<file path="src/rtl/compare_sort_ctrl.sv">
// Sequential bubble sorter: load up to DEPTH words, sort in place with one shared
// comparator (one compare-and-swap per clock), then stream the words out.
// Build option: define SORT_DESCEND_EN for non-increasing output order.

module comparator_n #(
  parameter int N = 8
) (
  input  logic [N-1:0] a_i,
  input  logic [N-1:0] b_i,
  input  logic         desc_i,
  output logic         swap_o
);
  logic gt;
  logic lt;

  always_comb begin
    gt     = (a_i > b_i);
    lt     = (a_i < b_i);
    swap_o = desc_i ? lt : gt;
  end
endmodule

module compare_sort_ctrl #(
  parameter int N     = 8,
  parameter int DEPTH = 8,
  parameter int IDXW  = 3
) (
  input  logic            clk,
  input  logic            rst,
  input  logic            in_valid,
  input  logic [N-1:0]    in_data,
  output logic            in_ready,
  input  logic            start,
  output logic            busy,
  output logic            done,
  output logic [IDXW:0]   count,
  output logic            out_valid,
  output logic [N-1:0]    out_data,
  input  logic            out_ready,
  output logic [1:0]      state_dbg
);

  // Handshake rule for both streams: a word moves on a rising clk edge exactly
  // when valid and ready are both high; valid never depends on ready.

  typedef enum logic [1:0] {
    S_IDLE  = 2'd0,
    S_SORT  = 2'd1,
    S_DRAIN = 2'd2
  } state_e;

  localparam logic [IDXW:0]   ONE_C   = (IDXW+1)'(1);
  localparam logic [IDXW:0]   TWO_C   = (IDXW+1)'(2);
  localparam logic [IDXW:0]   DEPTH_C = (IDXW+1)'(DEPTH);
  localparam logic [IDXW-1:0] IONE_C  = IDXW'(1);

`ifdef SORT_DESCEND_EN
  localparam logic DESCEND = 1'b1;
`else
  localparam logic DESCEND = 1'b0;
`endif

  state_e          state_q, state_d;
  logic [IDXW:0]   count_q, count_d;
  logic [IDXW-1:0] i_q, i_d;
  logic [IDXW-1:0] p_q, p_d;
  logic            swap_q, swap_d;
  logic [IDXW:0]   rd_q, rd_d;
  logic            done_q, done_d;
  logic [N-1:0]    mem_q [DEPTH];

  logic [IDXW-1:0] i_nxt;
  logic [N-1:0]    cmp_a;
  logic [N-1:0]    cmp_b;
  logic            do_swap;
  logic            load_en;
  logic            swap_en;
  logic            pass_end;
  logic            last_pass;
  logic            out_fire;

  assign i_nxt = i_q + IONE_C;
  assign cmp_a = mem_q[i_q];
  assign cmp_b = mem_q[i_nxt];

  comparator_n #(.N(N)) u_cmp (
    .a_i    (cmp_a),
    .b_i    (cmp_b),
    .desc_i (DESCEND),
    .swap_o (do_swap)
  );

  assign load_en   = in_valid && in_ready;
  assign swap_en   = (state_q == S_SORT) && (count_q >= TWO_C) && do_swap;
  assign pass_end  = ({1'b0, i_q} == (count_q - TWO_C));
  assign last_pass = ({1'b0, p_q} == (count_q - TWO_C));
  assign out_fire  = out_valid && out_ready;

  // State and control registers
  always_ff @(posedge clk) begin
    if (rst) begin
      state_q <= S_IDLE;
      count_q <= '0;
      i_q     <= '0;
      p_q     <= '0;
      swap_q  <= 1'b0;
      rd_q    <= '0;
      done_q  <= 1'b0;
    end else begin
      state_q <= state_d;
      count_q <= count_d;
      i_q     <= i_d;
      p_q     <= p_d;
      swap_q  <= swap_d;
      rd_q    <= rd_d;
      done_q  <= done_d;
    end
  end

  // Word storage; contents are not reset because they are only read once loaded.
  always_ff @(posedge clk) begin
    if (!rst) begin
      if (load_en) begin
        mem_q[count_q[IDXW-1:0]] <= in_data;
      end else if (swap_en) begin
        mem_q[i_q]   <= cmp_b;
        mem_q[i_nxt] <= cmp_a;
      end
    end
  end

  // Next-state logic
  always_comb begin
    state_d = state_q;
    count_d = count_q;
    i_d     = i_q;
    p_d     = p_q;
    swap_d  = swap_q;
    rd_d    = rd_q;
    done_d  = 1'b0;
    case (state_q)
      S_IDLE: begin
        if (load_en) begin
          count_d = count_q + ONE_C;
        end
        if (start) begin
          state_d = S_SORT;
          i_d     = '0;
          p_d     = '0;
          swap_d  = 1'b0;
        end
      end
      S_SORT: begin
        if (count_q < TWO_C) begin
          state_d = S_DRAIN;
          done_d  = 1'b1;
          rd_d    = '0;
        end else if (pass_end) begin
          // A pass without any swap means the buffer is already ordered.
          if (!(swap_q || do_swap) || last_pass) begin
            state_d = S_DRAIN;
            done_d  = 1'b1;
            rd_d    = '0;
          end else begin
            i_d    = '0;
            p_d    = p_q + IONE_C;
            swap_d = 1'b0;
          end
        end else begin
          i_d    = i_nxt;
          swap_d = swap_q || do_swap;
        end
      end
      S_DRAIN: begin
        if (!out_valid) begin
          state_d = S_IDLE;
          count_d = '0;
          rd_d    = '0;
        end else if (out_fire) begin
          if (rd_q == (count_q - ONE_C)) begin
            state_d = S_IDLE;
            count_d = '0;
            rd_d    = '0;
          end else begin
            rd_d = rd_q + ONE_C;
          end
        end
      end
      default: begin
        state_d = S_IDLE;
      end
    endcase
  end

  // Outputs
  always_comb begin
    in_ready  = (state_q == S_IDLE) && !start && (count_q < DEPTH_C);
    busy      = (state_q == S_SORT) || (state_q == S_DRAIN);
    done      = done_q;
    count     = count_q;
    out_valid = (state_q == S_DRAIN) && (rd_q < count_q);
    out_data  = out_valid ? mem_q[rd_q[IDXW-1:0]] : '0;
    state_dbg = state_q;
  end

endmodule

</file>
<file path="config.mk">
export PLATFORM = sky130hd
export DESIGN_NAME = compare_sort_ctrl
export DESIGN_NICKNAME = d
export VERILOG_FILES = /design/src/rtl/compare_sort_ctrl.sv
export SDC_FILE = /design/constraint.sdc
export NUM_CORES = 1
export LEC_CHECK = 0
export CORE_ASPECT_RATIO = 1.5
export CORE_MARGIN = 2
export CORE_UTILIZATION = 55
export CTS_CLUSTER_DIAMETER = 30
export DETAILED_ROUTE_END_ITERATION = 7
export GPL_TIMING_DRIVEN = 0
export PLACE_DENSITY = 0.77
export SYNTH_ARGS = -nofsm -noshare
export SYNTH_HDL_FRONTEND = slang
export SYNTH_SLANG_ARGS = --single-unit
</file>
<file path="constraint.sdc">
create_clock -name clk -period 4.55 [get_ports clk]
set_clock_uncertainty 0.1 [all_clocks]
set_input_delay 1.365 -clock clk [delete_from_list [all_inputs] [get_ports clk]]
set_output_delay 1.365 -clock clk [all_outputs]
set_load 0.02 [all_outputs]
</file>
-- After elaboration in Yosys (flattened, before gate mapping)
Memory sizes are Yosys's and may differ from the RTL's. A register that Yosys moved wholly into a read port is not among the register bits.
Cells that the tools add are included.
W data, S select, Z words.
- register bits: 18
- bits in writable memories: 64
- input bits: 13
- output and inout bits: 18
- memories: 1
- add/sub/neg operators: 6
- order comparisons: 5
- equal/unequal tests: 15
- multiplexer cells: 52
- bitwise gates (word level): 1
- reduce and logical (&&, ||, !) cells: 23
- memories (memory ; depth ; width ; rd ports ; clocked after Yosys merged registers in ; write ports ; line ; RTL):
    mem_q ; 8 ; 8 ; 3 ; 2 ; 2 ; 70 ; logic [N-1:0] mem_q [DEPTH];
- operators with widths (cell ; count):
    $mux W4 ; 10
    $mux W3 ; 12
    $mux W8 ; 2
    $pmux W4 S2 ; 2
    $mux W1 ; 15
    $mux W2 ; 7
    $pmux W3 S2 ; 2
    $reduce_and A4 Y1 ; 3
    $ne A2 B2 Y1 const B ; 5
    $reduce_and A5 Y1 ; 2
    $ne A3 B3 Y1 const B ; 3
    $add A4 B1 Y4 const B ; 2
    $eq A3 B4 Y1 ; 2
    $gt A8 B8 Y1 ; 1
    $reduce_or A8 Y1 ; 1
    $logic_and A1 B1 Y1 ; 7
    $add A3 B1 Y3 const B ; 2
    $pmux W2 S3 ; 1
    $reduce_bool A2 Y1 ; 3
    $eq A4 B4 Y1 ; 1
    $ge A4 B2 Y1 const B ; 1
    $lt A4 B2 Y1 const B ; 1
    $lt A4 B4 Y1 ; 1
    $lt A4 B4 Y1 const B ; 1
    other kinds (12) ; 15

-- Logic depth before layout (Yosys ltp)
Gate-level depths: netlist of the first run.
An unclocked memory read counts as a cell.
- depth after elaboration: 12
- gate-level depth with buffers: 15
- mapped depth without buffers: 12

-- By module
From an unflattened synthesis of the first run, not the netlist that was laid out.
- cell total of the unflattened synthesis: 496
- area total of the unflattened synthesis: 6192.2 sq um
- by module, submodules not included (module ; instances ; cells an instance ; area each (sq um)):
    compare_sort_ctrl ; 1 ; 467 ; 5983.2
    comparator_n ; 1 ; 29 ; 209.0

-- Least setup slack after synthesis of the first run
OpenSTA, ideal clock, no wires.
- path kind: reg2reg
- start: reg with a tool-made name
- end: mem mem_q[1][0] (enable)
- arrival: 4.099 ns
- data required time: 4.066 ns
- setup slack: -0.033 ns
- cell stages (with the launch flop): 15
- clock period less this slack: 4.583 ns
- cells stage by stage: dfxtp_1 -> buf_2 -> buf_2 -> mux4_2 -> mux2i_1 -> inv_1 -> ha_1 -> nor2b_1 -> o211ai_1 -> a21oi_1 -> o211ai_2 -> buf_6 -> buf_2 -> mux2_2 -> o21ai_0
- RTL lines (what ; line):
    to (decl) ; 70

==> impl_metrics.env, run 1 <==
export IMPL_rows=47
export IMPL_wl_met1_microns=6340
export IMPL_cts_tree="built"
export IMPL_worstPathArrival_ns=2.98
export IMPL_clk_latency_ns=0.35
export IMPL_hold_viol_final=0
export IMPL_max_cap_viol_count=0
export IMPL_grt_ovfl_total=0
export IMPL_synth_seq_area_share_pct=38.6
export IMPL_dp_hpwl_microns=12500
export IMPL_highest_layer="met4"
export IMPL_final_layout_size_suffix_gt1_share_pct=25.7
export IMPL_setup_violations_final=0
export IMPL_r2r_slack_ns=0.11
export IMPL_cts_sinks=88
export IMPL_worstRegToRegCells=13
export IMPL_die_h_microns=134
export IMPL_io_pins=31
export IMPL_ir_drop_mv=0.179
export IMPL_die_x_microns=90.9
export IMPL_drt_pass1_iterations=5
export IMPL_die_area_sq_mm=0.0122
export IMPL_start_kind="flip-flop"
export IMPL_crit_type="reg -> out"
export IMPL_synth_nets=532
export IMPL_grtUsageTotal_pct=31.3
export IMPL_vias_per_cell=6.87
export IMPL_timing_rr_end="mem_q[5][5]"
export IMPL_area_growth_pct=18.4
export IMPL_numCtsBuffers=9
export IMPL_wirelength_microns=18600
export IMPL_place_ws_ns=-1.05
export IMPL_crit_required_ns=3.08
export IMPL_drv_slew=0
export IMPL_vias=4802
export IMPL_critPathCapture="out_data[0]"
export IMPL_antenna_found_initial=0
export IMPL_grt_max_degree=20
export IMPL_start_util_pct=56.3
export IMPL_coreArea_sq_mm=0.0111
export IMPL_routedWlPerCell_microns=26.7
export IMPL_synth_top_area_cell="edfxtp_1"
export IMPL_diodes=0
export IMPL_period_minus_slack_ns=4.44
export IMPL_ys_ff_latch=88
export IMPL_nNetsFinal=585
export IMPL_power_density_mw_per_mm2=385
export IMPL_met2_length_microns=9800
export IMPL_clockBufferDepth=2
export IMPL_synthTopCellsByArea="edfxtp_1, mux4_2, mux2i_1"
export IMPL_status="finished clean"
export IMPL_drtIter0Drc=430
export IMPL_synth_edf_count=64
export IMPL_final_area_sq_mm=0.00737
export IMPL_grt_pass1_wl_microns=27800
export IMPL_clkTransAtPathRegs_ns=0.07
export IMPL_yosysMostFrequentCell="mux2i_1"
export IMPL_placed_area_sq_mm=0.00679
export IMPL_synth_main_ff_cell="edfxtp_1"
export IMPL_r2r_start="i_q[1]"
export IMPL_portBuffers=30
export IMPL_syn_avg_cell_area_sq_um=12.6
export IMPL_postLayoutCoreUtil_pct=66.7
export IMPL_synthDistinctLibCells=61
export IMPL_setup_ws_ns=0.105
export IMPL_fmax_mhz=225
export IMPL_grt_pass1_vias=5011
export IMPL_antenna_left=0
export IMPL_max_slew_margin_pct=31.3
export IMPL_tightestPinTransition_ns=1.03
export IMPL_ys_async_sr_fraction_pct=0
export IMPL_met3_wirelength_microns=1130
export IMPL_synth_cells=494
export IMPL_yosys_area_top_type_share_pct=30.9
export IMPL_worstSetupEndpointType="output port"
export IMPL_clock_root_buffer="clkbuf_16"
export IMPL_hold_class="reg -> reg"
export IMPL_drc=0
export IMPL_synth_common_cells="mux2i_1, edfxtp_1, mux4_2, inv_1, ha_1"
export IMPL_post_route_period_util_pct=97.7
export IMPL_fin_total_pwr_mw=2.84
export IMPL_gp_congestion=0.907
export IMPL_cts_htree_levels=3
export IMPL_worstPathMaxFanout=10
export IMPL_yosys_warnings=0
export IMPL_synthesis_area_sq_mm=0.00623
export IMPL_rsz0062_at_grt="yes"
export IMPL_p_leak_nw=3.05
-- registers in the layout, indices dropped and copies added, names as in the netlist, named ones only --
signal,flops
swap_q,1
done,1
p_q,3
count,4
rd_q,4
i_q,3
mem_q,64
state_dbg,2
-- area by class of cell --
| class | instances | area [sq um] |
|---|---|---|
| fill | 798 | 3680 |
| multi-input combinational | 342 | 3660 |
| sequential | 88 | 2400 |
| timing repair buffer | 46 | 468 |
| clock buffer | 12 | 300 |
| buffer | 29 | 213 |
| tap | 147 | 184 |
| inverter | 31 | 120 |
| clock inverter | 4 | 26.3 |
-- report_power, final --
group          total (mW)  internal, mW  switching [mW]  leakage [nW]
logic                1.11         0.478           0.635          2.11
registers           0.931         0.899          0.0321         0.770
clock network       0.796         0.472           0.324         0.165
-- logic make-up (layout without fill, tap and decap cells) --
group / Yosys count / count (layout) / share of synthesized area, %
AO/OA/AOI/OAI: 60 / 60 / 6.81
XOR/XNOR: 14 / 14 / 2.09
AND/OR/NAND/NOR: 94 / 94 / 8.64
adder cells (fa/ha/maj): 25 / 25 / 5.02
flip-flops: 88 / 88 / 38.6
multiplexers: 149 / 149 / 33.8
buffers and inverters: 64 / 122 / 5.04
-- metal layers --
| metal | GRT usage [%] | vias to the layer above |
|---|---|---|
| li1 | - | 2035 |
| met1 | 33.6 | 2382 |
| met2 | 56.3 | 289 |
| met3 | 4.66 | 96 |
| met4 | 21.8 | 0 |
| met5 | 0 | - |
-- how the worst min path moves through the flow --
stage	from	to	slack (ns)	depth (start not counted)
after floorplan	rd_q[0]	flip-flop	0.40	2
after global placement	state_dbg[0]	state_dbg[0]	0.38	2
after detailed placement	state_dbg[0]	state_dbg[0]	0.40	2
after CTS	state_dbg[0]	state_dbg[0]	0.41	2
after global routing	state_dbg[0]	state_dbg[0]	0.46	2
final	state_dbg[0]	state_dbg[0]	0.43	2
-- repair_timing --
item,CTS,global route
resized for setup,31,13
hold buffers,0,0
pin swaps,3,2
setup buffers,5,3
endpoints found under the setup margin,146,50
-- cells in the final DEF, fill, tap and decap left out, drive strengths merged, types with 2 or more instances in the layout --
master          n
edfxtp         64
nand3           5
o311ai          2
a31oi           2
dfxtp          24
nand4           6
and3            4
o32a            3
xnor2           9
nor4            2
clkbuf         21
o2bb2ai         2
nor2           22
a211oi          2
a221oi          2
buf            36
xor2            5
nor3            4
o21ai          19
or4            10
mux2i          93
nand2          20
dlymetal6s2s    3
nor2b           6
o211ai          4
ha             25
nand2b          5
mux2            8
inv            33
a21oi          13
clkdlybuf4s50  27
and4            2
mux4           48
-- metrics by stage --
stage	hold slack [ns]	TNS, ns	instances
after CTS	0.411	0	696
after detailed placement	0.402	-62.49	679
after floorplan	0.401	-1.05	494
after global placement	0.378	-105.28	671
after global routing	0.458	-0.239	699
final	0.426	0	699
-- worst max-delay path, stage by stage (launching register included) --
cell             delay (ns)
dfxtp_1                0.71
buf_2                  0.54
mux4_2                 0.56
mux2i_1                0.21
nor2_1                 0.07
clkdlybuf4s50_1        0.53
(Power assumes the default switching activity.)
==> run 2, diff against run 1 <==
--- a/config.mk
+++ b/config.mk
@@ -5,6 +5,7 @@
 export SDC_FILE = /design/constraint.sdc
 export NUM_CORES = 1
 export LEC_CHECK = 0
+export CAP_MARGIN = 30
 export CORE_ASPECT_RATIO = 1.5
 export CORE_MARGIN = 2
 export CORE_UTILIZATION = 55
==> impl_metrics.env, run 2 (synthesis results as in run 1) <==
export IMPL_tightestPinTransition_ns=0.855
export IMPL_largest_register_ffs=64
export IMPL_worstPathMaxFanout=19
export IMPL_r2r_slack_ns=0.02
export IMPL_coreArea_sq_mm=0.0111
export IMPL_clockBufferDepth=2
export IMPL_wirelength_microns=18800
export IMPL_die_x_microns=90.9
export IMPL_final_layout_size_suffix_gt1_share_pct=25.9
export IMPL_drt_pass1_iterations=7
export IMPL_nNetsFinal=586
export IMPL_grt_pass1_wl_microns=27800
export IMPL_num_fill_cells=788
export IMPL_crit_type="reg -> reg"
export IMPL_diodes=0
export IMPL_hold_viol_final=0
export IMPL_fmax_mhz=221
export IMPL_hold_class="reg -> reg"
export IMPL_clock_root_buffer="clkbuf_16"
export IMPL_die_h_microns=134
export IMPL_dp_hpwl_microns=12500
export IMPL_area_growth_pct=19.1
export IMPL_drc=0
export IMPL_rows=47
export IMPL_p_leak_nw=3.06
export IMPL_antenna_found_initial=0
export IMPL_grt_ovfl_total=0
export IMPL_routedWlPerCell_microns=26.9
export IMPL_post_route_period_util_pct=99.5
export IMPL_drv_slew=0
export IMPL_worstSetupEndpointType="flip-flop"
export IMPL_cts_tree="built"
export IMPL_status="finished clean"
export IMPL_numCtsBuffers=9
export IMPL_stdcell_count=700
export IMPL_crit_required_ns=4.49
export IMPL_gp_congestion=0.907
export IMPL_io_pins=31
export IMPL_ir_drop_mv=0.178
export IMPL_worstPathArrival_ns=4.47
export IMPL_setup_violations_final=0
export IMPL_max_slew_margin_pct=43.0
export IMPL_setup_ws_ns=0.0242
export IMPL_max_cap_viol_count=0
export IMPL_portBuffers=30
export IMPL_vias=4783
export IMPL_vias_per_cell=6.83
export IMPL_grtUsageTotal_pct=31.3
export IMPL_start_util_pct=56.3
export IMPL_die_area_sq_mm=0.0122
export IMPL_period_minus_slack_ns=4.53
export IMPL_clk_latency_ns=0.35
export IMPL_grt_max_degree=20
export IMPL_place_ws_ns=-1.05
export IMPL_top_register="mem_q"
export IMPL_start_kind="flip-flop"
export IMPL_cts_htree_levels=3
export IMPL_layout_common_cells="mux2i_1, edfxtp_1, mux4_2"
export IMPL_power_density_mw_per_mm2=384
export IMPL_drtIter0Drc=452
export IMPL_antenna_left=0
export IMPL_final_common_cell="mux2i_1"
export IMPL_place_inst=679
export IMPL_clkTransAtPathRegs_ns=0.07
export IMPL_grt_pass1_vias=5011
export IMPL_cts_sinks=88
==> run 2: worst max-delay path, stage by stage (launching register included) <==
cell	delay [ns]
dfxtp_1	0.40
buf_2	0.31
clkbuf_1	0.55
mux4_2	0.42
mux2i_1	0.22
ha_1	0.31
a211oi_2	0.27
o21bai_1	0.19
o211ai_2	0.30
buf_12	0.21
mux2_2	0.45
o21ai_2	0.24
buf_4	0.24
==> run 2: area by class of cell <==
cell class                      instances  area, sq um  share of cell area (%)
Clock inverter                          4         26.3                   0.354
Multi-Input combinational cell        342         3680                    49.6
Timing Repair Buffer                   47          495                    6.68
Tap cell                              147          184                    2.48
Buffer                                 29          213                    2.87
Sequential cell                        88         2400                    32.4
Inverter                               31          120                    1.62
Clock buffer                           12          300                    4.05
==> run 2: stage by stage <==
step | cell area [sq um] | power [mW] | setup TNS (ns) | util (%) | hold slack, ns
finish | 7420 | 2.85 | 0 | 67.1 | 0.427
global route | 7420 | 2.96 | -0.439 | 67.1 | 0.458
CTS | 7300 | 2.80 | 0 | 66.1 | 0.411
detailed placement | 6790 | 1.96 | -62.49 | 61.4 | 0.402
global placement | 6710 | 1.93 | -105.28 | 60.7 | 0.378
floorplan | 6230 | 1.68 | -1.05 | - | 0.401
==> run 2: power breakdown <==
group | leakage (nW) | switching (mW) | total (mW) | internal [mW]
clock | 0.165 | 0.323 | 0.795 | 0.472
combinational | 2.12 | 0.642 | 1.12 | 0.482
sequential | 0.770 | 0.0341 | 0.933 | 0.899
total | 3.06 | 0.999 | 2.85 | 1.85
==> run 2: path summary, 6_finish.rpt <==
kind | start | end | depth (start not counted)
worst max register to register | i_q[0] | mem_q[5][5] | 12
worst max-delay path | i_q[0] | mem_q[5][5] | 12
worst min-delay path | state_dbg[0] | state_dbg[0] | 2
worst min register to register | state_dbg[0] | state_dbg[0] | 2
==> run 2: layer usage <==
layer / vias to the layer above / wire [microns] / track usage [%]
li1: 2033 / - / -
met1: 2362 / 6350 / 33.6
met2: 280 / 9870 / 56.3
met3: 108 / 1230 / 4.66
met4: 0 / 1370 / 21.8
met5: - / 0 / 0
==> run 2: timing repair <==
item | in CTS | in global routing
setup buffers | 5 | 3
hold buffers | 0 | 0
cloned | 0 | 0
endpoints found under the setup margin | 146 | 50
resized for setup | 31 | 15
pin swaps | 3 | 2
==> run 3, diff against run 2 <==
--- a/config.mk
+++ b/config.mk
@@ -8,11 +8,12 @@
 export CAP_MARGIN = 30
 export CORE_ASPECT_RATIO = 1.5
 export CORE_MARGIN = 2
-export CORE_UTILIZATION = 55
+export CORE_UTILIZATION = 59
 export CTS_CLUSTER_DIAMETER = 30
 export DETAILED_ROUTE_END_ITERATION = 7
+export DONT_BUFFER_PORTS = 1
 export GPL_TIMING_DRIVEN = 0
-export PLACE_DENSITY = 0.77
+export PLACE_DENSITY = 0.78
 export SYNTH_ARGS = -nofsm -noshare
 export SYNTH_HDL_FRONTEND = slang
 export SYNTH_SLANG_ARGS = --single-unit
==> impl_metrics.env, run 3 (synthesis results as in run 1) <==
export IMPL_status="finished clean"
export IMPL_p_leak_nw=2.78
export IMPL_grt_pass1_vias=4750
export IMPL_largest_register_ffs=64
export IMPL_start_kind="flip-flop"
export IMPL_fmax_mhz=225
export IMPL_multiInputGateArea_sq_mm=0.00364
export IMPL_rsz0062_at_grt="yes"
export IMPL_die_area_sq_mm=0.0114
export IMPL_vias_per_cell=6.89
export IMPL_routedWlPerCell_microns=26.3
export IMPL_wirelength_microns=17300
export IMPL_portBuffers=0
export IMPL_max_cap_viol_count=0
export IMPL_io_pins=31
export IMPL_top_register="mem_q"
export IMPL_die_h_microns=130
export IMPL_setup_violations_final=0
export IMPL_worstPathMaxFanout=19
export IMPL_drv_slew=0
export IMPL_grtUsageTotal_pct=32.2
export IMPL_cts_tree="built"
export IMPL_hold_class="reg -> reg"
export IMPL_ir_drop_mv=0.194
export IMPL_num_fill_cells=731
export IMPL_seq_area_sq_mm=0.00240
export IMPL_coreArea_sq_mm=0.0102
export IMPL_post_route_period_util_pct=97.6
export IMPL_nNetsFinal=552
export IMPL_period_minus_slack_ns=4.44
export IMPL_worstRegToRegCells=13
export IMPL_vias=4546
export IMPL_worstSetupEndpointType="flip-flop"
export IMPL_final_common_cell="mux2i_1"
export IMPL_cts_htree_levels=3
export IMPL_drt_pass1_iterations=6
export IMPL_rows=45
export IMPL_antenna_found_initial=0
export IMPL_clock_root_buffer="clkbuf_16"
export IMPL_final_area_sq_mm=0.00694
export IMPL_tightestPinTransition_ns=0.873
export IMPL_clk_latency_ns=0.34
export IMPL_drc=0
export IMPL_grt_ovfl_total=0
export IMPL_power_density_mw_per_mm2=383
export IMPL_placed_area_sq_mm=0.00649
export IMPL_die_x_microns=87.9
export IMPL_max_slew_margin_pct=41.8
export IMPL_setup_ws_ns=0.107
export IMPL_area_growth_pct=11.5
export IMPL_hold_viol_final=0
export IMPL_diodes=0
export IMPL_dp_hpwl_microns=12200
export IMPL_crit_type="reg -> reg"
export IMPL_gp_congestion=0.923
export IMPL_place_ws_ns=-0.964
export IMPL_start_util_pct=61.1
export IMPL_clkTransAtPathRegs_ns=0.06
export IMPL_layout_common_cells="mux2i_1, edfxtp_1, mux4_2"
export IMPL_antenna_left=0
export IMPL_grt_pass1_wl_microns=26300
export IMPL_numCtsBuffers=9
export IMPL_worstPathArrival_ns=4.39
export IMPL_critPathCapture="mem_q[5][3]"
export IMPL_crit_required_ns=4.50
export IMPL_clockBufferDepth=2
export IMPL_hold_buffers=0
export IMPL_final_layout_size_suffix_gt1_share_pct=25.4
export IMPL_cts_sinks=88
export IMPL_timing_rr_end="mem_q[5][3]"
export IMPL_r2r_slack_ns=0.11
export IMPL_grt_max_degree=20
export IMPL_drtIter0Drc=415
==> run 3: cell count changes in the layout (fill, tap and decap cells not counted), sizes merged <==
cell	before	now
clkdlybuf4s50	27	0
buf	37	33
bufinv	0	1
inv	33	32
dlymetal6s2s	3	0
clkbuf	21	19
clkinv	1	3
==> run 3: worst max-delay path: stages, from the launching register on <==
cell      delay, ns
dfxtp_1        0.31
buf_4          0.21
buf_6          0.23
mux4_2         0.53
mux2i_2        0.44
inv_1          0.11
ha_1           0.36
a21oi_1        0.26
a21oi_1        0.14
o211ai_2       0.22
buf_6          0.26
mux2_2         0.45
o21ai_4        0.27
buf_4          0.23
==> run 3: power breakdown <==
group          internal [mW]  switching (mW)  total, mW  leakage, nW
clock                  0.423           0.315      0.738        0.138
sequential             0.899          0.0523      0.951        0.771
combinational          0.396           0.574      0.970         1.88
==> run 3: stage by stage <==
step                setup TNS, ns  utilization (%)  std cells  hold WS, ns  power (mW)
floorplan                   -1.05                -        494        0.401        1.68
global placement          -106.12             62.8        635        0.438        1.85
detailed placement         -61.84             63.6        643        0.449        1.88
CTS                             0             67.7        659        0.459        2.64
global route              -0.0123             68.1        660        0.514        2.78
finish                          0             68.1        660        0.464        2.66
==> run 3: area by class of cell <==
| type | instances | area share (%) |
|---|---|---|
| repair buffers | 11 | 1.62 |
| inverters | 31 | 1.68 |
| flip-flops and latches | 88 | 34.6 |
| plain buffers | 31 | 2.99 |
| clock inverters | 6 | 0.847 |
| clock buffers | 10 | 3.30 |
| well taps | 141 | 2.54 |
| multi-input cells | 342 | 52.4 |
==> run 3: per-layer routing <==
| layer | GRT usage, % | up-vias | share of wire [%] | wire, microns |
|---|---|---|---|---|
| met5 | 0 | - | 0 | 0 |
| met4 | 21.5 | 0 | 6.4 | 1110 |
| li1 | - | 1972 | - | - |
| met2 | 53.8 | 281 | 51 | 8820 |
| met1 | 37.0 | 2213 | 34 | 5980 |
| met3 | 6.20 | 80 | 8.2 | 1420 |
==> run 3: how the worst min path moves through the flow <==
stage | from | end | cells past startpoint
after global routing | rd_q[1] | flip-flop | 2
after floorplan | rd_q[0] | flip-flop | 2
final | rd_q[0] | flip-flop | 2
after detailed placement | rd_q[0] | rd_q[0] | 2
after global placement | rd_q[0] | rd_q[0] | 2
after CTS | rd_q[0] | flip-flop | 2
==> run 3: what timing repair did <==
item | CTS | global route
pin swaps | 1 | 0
buffers inserted | 2 | 0
setup endpoints to repair | 137 | 40
resized for setup | 24 | 8
